==> config.mk <==
export PLATFORM = sky130hd
export DESIGN_NAME = fifo_uart_tx
export DESIGN_NICKNAME = d
export VERILOG_FILES = /design/src/rtl/fifo_uart_tx.sv
export SDC_FILE = /design/constraint.sdc
export NUM_CORES = 1
export LEC_CHECK = 0
export ABC_AREA = 1
export BUFFER_PORTS_ARGS = -buffer_cell sky130_fd_sc_hd__buf_4
export CAP_MARGIN = 20
export CORE_MARGIN = 2
export CORE_UTILIZATION = 40
export DETAILED_ROUTE_END_ITERATION = 10
export PLACE_DENSITY = 0.68
export SLEW_MARGIN = 40
export SYNTH_ARGS = -nofsm -noshare
export SYNTH_HDL_FRONTEND = slang
export SYNTH_SLANG_ARGS = --single-unit
==> constraint.sdc <==
create_clock -name i_clk -period 2.16 [get_ports i_clk]
set_input_delay 0.108 -clock i_clk [delete_from_list [all_inputs] [get_ports i_clk]]
set_output_delay 0.108 -clock i_clk [all_outputs]
set_load 0.01 [all_outputs]
==> src/rtl/fifo_uart_tx.sv <==
// UART transmitter that pops one word at a time from an upstream synchronous FIFO and serialises it.
// Optional even parity bit is compiled in with `define FIFO_UART_TX_PARITY_EN.
module fifo_uart_tx #(
  parameter int unsigned WIDTH        = 8,
  parameter int unsigned CLKS_PER_BIT = 16,
  parameter int unsigned STOP_BITS    = 1
) (
  input  logic             i_clk,
  input  logic             i_rst_n,
  input  logic             i_tx_en,
  input  logic             i_empty,
  input  logic [WIDTH-1:0] i_data,
  output logic             o_re,
  output logic             o_tx,
  output logic             o_busy,
  output logic             o_done,
  output logic [15:0]      o_frame_cnt
);

  localparam int unsigned BAUD_W = (CLKS_PER_BIT > 1) ? $clog2(CLKS_PER_BIT) : 1;
  localparam int unsigned BIT_W  = $clog2(WIDTH) + 1;

  localparam logic [BAUD_W-1:0] BAUD_LAST = BAUD_W'(CLKS_PER_BIT - 1);
  localparam logic [BAUD_W-1:0] BAUD_PRE  = BAUD_W'(CLKS_PER_BIT - 2);
  localparam logic [BIT_W-1:0]  DATA_LAST = BIT_W'(WIDTH - 1);
  localparam logic [BIT_W-1:0]  STOP_LAST = BIT_W'(STOP_BITS - 1);

  typedef enum logic [2:0] {
    IDLE,
    POP,
    LOAD,
    START,
    DATA,
`ifdef FIFO_UART_TX_PARITY_EN
    PARITY,
`endif
    STOP
  } state_t;

  state_t             state;
  logic [BAUD_W-1:0]  baud_cnt;
  logic [BIT_W-1:0]   bit_idx;
  logic [WIDTH-1:0]   shreg;
  logic [WIDTH-1:0]   shift_nxt;
  logic               start_ok;
  logic               bit_end;
`ifdef FIFO_UART_TX_PARITY_EN
  logic               parity;
`endif

  always_comb begin
    start_ok  = i_tx_en && !i_empty;
    bit_end   = (baud_cnt == BAUD_LAST);
    shift_nxt = shreg >> 1;
  end

  // Outputs are registered alongside the state, so each one is set on the transition into the cycle it describes.
  always_ff @(posedge i_clk or negedge i_rst_n) begin
    if (!i_rst_n) begin
      state       <= IDLE;
      baud_cnt    <= '0;
      bit_idx     <= '0;
      shreg       <= '0;
`ifdef FIFO_UART_TX_PARITY_EN
      parity      <= 1'b0;
`endif
      o_re        <= 1'b0;
      o_tx        <= 1'b1;
      o_busy      <= 1'b0;
      o_done      <= 1'b0;
      o_frame_cnt <= '0;
    end else begin
      o_re   <= 1'b0;
      o_done <= 1'b0;
      case (state)
        IDLE: begin
          o_tx <= 1'b1;
          if (start_ok) begin
            state  <= POP;
            o_re   <= 1'b1;
            o_busy <= 1'b1;
          end
        end
        POP: begin
          state <= LOAD;
        end
        LOAD: begin
          shreg    <= i_data;
`ifdef FIFO_UART_TX_PARITY_EN
          parity   <= ^i_data;
`endif
          baud_cnt <= '0;
          bit_idx  <= '0;
          o_tx     <= 1'b0;
          state    <= START;
        end
        START: begin
          if (bit_end) begin
            baud_cnt <= '0;
            o_tx     <= shreg[0];
            state    <= DATA;
          end else begin
            baud_cnt <= baud_cnt + 1'b1;
          end
        end
        DATA: begin
          if (bit_end) begin
            baud_cnt <= '0;
            shreg    <= shift_nxt;
            if (bit_idx == DATA_LAST) begin
              bit_idx <= '0;
`ifdef FIFO_UART_TX_PARITY_EN
              o_tx    <= parity;
              state   <= PARITY;
`else
              o_tx    <= 1'b1;
              state   <= STOP;
`endif
            end else begin
              bit_idx <= bit_idx + 1'b1;
              o_tx    <= shift_nxt[0];
            end
          end else begin
            baud_cnt <= baud_cnt + 1'b1;
          end
        end
`ifdef FIFO_UART_TX_PARITY_EN
        PARITY: begin
          if (bit_end) begin
            baud_cnt <= '0;
            bit_idx  <= '0;
            o_tx     <= 1'b1;
            state    <= STOP;
          end else begin
            baud_cnt <= baud_cnt + 1'b1;
          end
        end
`endif
        STOP: begin
          o_tx <= 1'b1;
          if (bit_end) begin
            baud_cnt <= '0;
            if (bit_idx == STOP_LAST) begin
              bit_idx <= '0;
              if (start_ok) begin
                state <= POP;
                o_re  <= 1'b1;
              end else begin
                state  <= IDLE;
                o_busy <= 1'b0;
              end
            end else begin
              bit_idx <= bit_idx + 1'b1;
            end
          end else begin
            baud_cnt <= baud_cnt + 1'b1;
            // Raise done one edge early so it lands in the final stop cycle.
            if (bit_idx == STOP_LAST && baud_cnt == BAUD_PRE) begin
              o_done      <= 1'b1;
              o_frame_cnt <= o_frame_cnt + 16'd1;
            end
          end
        end
        default: begin
          state <= IDLE;
        end
      endcase
    end
  end

endmodule

==> key figures <==
Run status
  – Run status: completed

STA
  – Final worst-path cycle share: 75.8%
  – Relative slew slack: 66.1%
  – Max frequency: 611 MHz
  – Setup clock skew after layout: 0.0108 ns
  – RSZ-0062 raised after global routing: false
  – Setup TNS: 0 ns
  – Final number of max-transition violations: 0
  – Total count of hold-check failures in the final report: 0
  – Final setup violating endpoints: 0
  – Transition time at the pin with the least slew margin: 0.509 ns
  – Time the worst path needs with I/O delays and setup: 1.64 ns

Synth
  – Number of nets in the synthesized netlist: 318
  – Area contributors post-synth: dfrtp_1 (42%), nand2_1 (16%), inv_1 (4.9%)
  – Post-synth top area cell: dfrtp_1
  – Synth unique cells: 31
  – Gate Count Post-Synth: 301
  – Proportion of synthesized chip area in sequential cells: 42.8%
  – Number of warnings issued by yosys: 0
  – Post-synth design cell area: 2280 um^2
  – Synthesized area per cell: 7.58 um^2
  – Fraction of synthesized cell area taken by the top area cell type: 41.7%
  – Flip-flop and latch count after synthesis: 39

Floorplanning
  – Die outline area: 6320 um^2
  – Placeable core area: 5510 um^2
  – Standard-cell rows: 27
  – Number of top-level design ports: 32
  – Vertical extent of the die: 79.5 um
  – Initial core utilization: 41.4%
  – Width of the chip: 79.5 um

Worst setup path
  – Crit path DAT: 1.85 ns
  – CP max FO: 16
  – Critical Path Sink Type: flop
  – Worst path depth: 5
  – Delay of the slowest critical-path stage: 0.43 ns
  – Capture point of the worst reg-to-reg path: shreg[6]
  – Worst setup path end: shreg[6]
  – Kind of critical path: reg2reg
  – Register-to-register path setup slack: 0.52 ns
  – Cell chain of the critical path: ha_1, nand3_4, o21ai_4, o211ai_1, o21ai_0
  – Launching element type of the critical path: flop
  – Slowest library cell on the worst path: o21ai_4
  – CP Data Required Time: 2.37 ns
  – Crit-path leading delay family: compound AO/OA/AOI/OAI gates
  – Number of cell instances on the worst register-to-register path: 5
  – FF-to-FF Start: baud_cnt[1]
  – Crit. Startpoint: baud_cnt[1]
  – Critical path buffer and inverter count: 0

Clock network
  – Hold-fix buffers, CTS: 1
  – Setup bufs post-CTS: 0
  – Count of H-tree levels built during CTS: 2
  – PostCTS Resize Cnt: 0
  – Cts bufs inserted: 5
  – Sinks on Clock Net: 39
  – Clock-pin slew of the registers on the worst-case setup and hold paths: 0.08 ns
  – Clock tree buffer depth: 2
  – Root Driver: clkbuf_8
  – Clock tree from TritonCTS: yes
  – Latest clock arrival within the worst-skew pair: 0.30 ns

Routing
  – Routed Wire Length: 4.91 mm
  – Number of violations reported at the end of detailed-routing iteration 0: 110
  – DRC: 0
  – Overall via count from detail_route: 2,026
  – Vias per Instance: 4.95
  – First-pass DRT Iterations: 4
  – Post-DR wirelength/cell: 12.0 um
  – Antenna viol nets, final: 0

Worst hold path
  – Worst hold start: i_data[7]
  – Path type of the worst min-delay path: in2reg

Layout
  – Count of nets after finishing: 353
  – Layout cells sized above 1: 17.2%
  – Area growth from synthesis to layout: 17.7%
  – Antenna diode count: 0
  – Fill cell instance count of the final layout: 570

Global route
  – Antenna violations before repair: 0
  – GR Util All Layers: 17.5%
  – Total grt overflow: 0
  – Largest net degree at the start of global routing: 40
  – Vias in the first global route: 1,941
  – Wire length of the first global-routing pass: 8.80 mm

Run
  – Number of max-capacitance violations reported: 0

Pwr
  – Worst IR Drop VDD: 0.472 mV
  – Total power per unit cell area: 809 nW/um^2
  – Power consumption: 2170 uW
  – Cell leakage power: 0.00128 uW

Place
  – Port Buf Inserts: 31
  – DPL Wire Length: 3.68 mm
  – Routability congestion estimate: 0.812
[routing by layer]
layer  wire [um]  track usage, %  up-vias  part of all wire [%]
li1            -               -     1044                     -
met4          70            5.86        0                   1.4
met3         223            3.39        6                   4.5
met5           0               0        -                     0
met1        2330            22.3      933                    47
met2        2290            29.8       43                    47
[where the power goes]
part	total [uW]	switching (uW)	internal, uW
combinational	578	362	216
sequential	973	100	873
clock	620	276	344
total	2170	739	1430
[sequential cells by signal (all words and copies together), names as in the netlist]
register / flops
o_frame_cnt: 16
shreg: 8
baud_cnt: 4
o_re: 1
o_busy: 1
o_done: 1
o_tx: 1
state: 3
bit_idx: 4
[worst register-to-register path, delay by kind of cell, from the launching register on]
family                   cells  cell delay, ns
AO/OA/AOI/OAI                3            0.70
flip-flops                   1            0.39
adder cells (fa/ha/maj)      1            0.29
AND/OR/NAND/NOR              1            0.18
[synth_stat cells]
master	count
a21oi_1	4
a21oi_2	1
a31oi_1	2
buf_4	1
buf_6	3
clkinv_1	1
dfrtp_1	38
dfstp_2	1
ha_1	5
inv_1	30
inv_2	4
nand2_1	100
nand2_2	2
nand2_4	1
nand3_1	22
nand3_4	1
nand3b_1	1
nand4_1	9
nand4_4	1
nor2_1	24
nor2_2	5
nor2_4	1
nor3_1	1
o211ai_1	4
o21ai_0	17
o21ai_1	8
o21ai_2	1
o21ai_4	1
o22ai_1	3
xnor2_1	5
xor2_1	4
[per-stage QoR]
stage	setup slack (ns)	instances	utilization [%]	hold WS (ns)	instance area [um^2]
after floorplan	0.798	301	-	-0.188	2280
after global placement	0.598	400	46.5	0.118	2560
after detailed placement	0.514	400	46.5	0.123	2560
after CTS	0.504	409	48.8	0.0529	2690
after global routing	0.377	409	48.8	0.0566	2690
final	0.523	409	48.8	0.0533	2690
[logic make-up after synthesis]
group	count (synthesis)	share of synthesized area, %
XOR/XNOR	9	3.46
AO/OA/AOI/OAI	41	10.5
buffers and inverters	39	7.57
AND/OR/NAND/NOR	168	32.9
flip-flops	39	42.8
adder cells (fa/ha/maj)	5	2.74
[layout make-up]
class                           instances  area [um^2]  area share [%]
Clock inverter                          3         43.8            1.63
Timing Repair Buffer                   32          243            9.04
Tap cell                               72         90.1            3.36
Sequential cell                        39          977            36.4
Clock buffer                            5         68.8            2.56
Inverter                               35          131            4.89
Multi-Input combinational cell        223         1130            42.1
[cells in the final DEF, fill, tap and decap left out, types with 5 or more instances in the layout]
cell / n
nor2_1: 24
nand2_1: 100
dfrtp_1: 38
nand3_1: 22
o21ai_0: 17
buf_4: 31
nand4_1: 9
clkbuf_8: 5
nor2_2: 5
xnor2_1: 5
ha_1: 5
o21ai_1: 8
inv_1: 30
[how the worst min path moves through the flow]
stage                endpoint  slack [ns]  cells after the start
3_3_place_gp         shreg[3]        0.12                      1
5_1_grt              shreg[7]        0.06                      3
3_5_place_dp   o_frame_cnt[0]        0.12                      1
4_1_cts              shreg[7]        0.05                      3
6_report             shreg[7]        0.05                      3
2_1_floorplan     baud_cnt[0]       -0.19                      0
No activity file was read; power rests on OpenSTA's default activity.
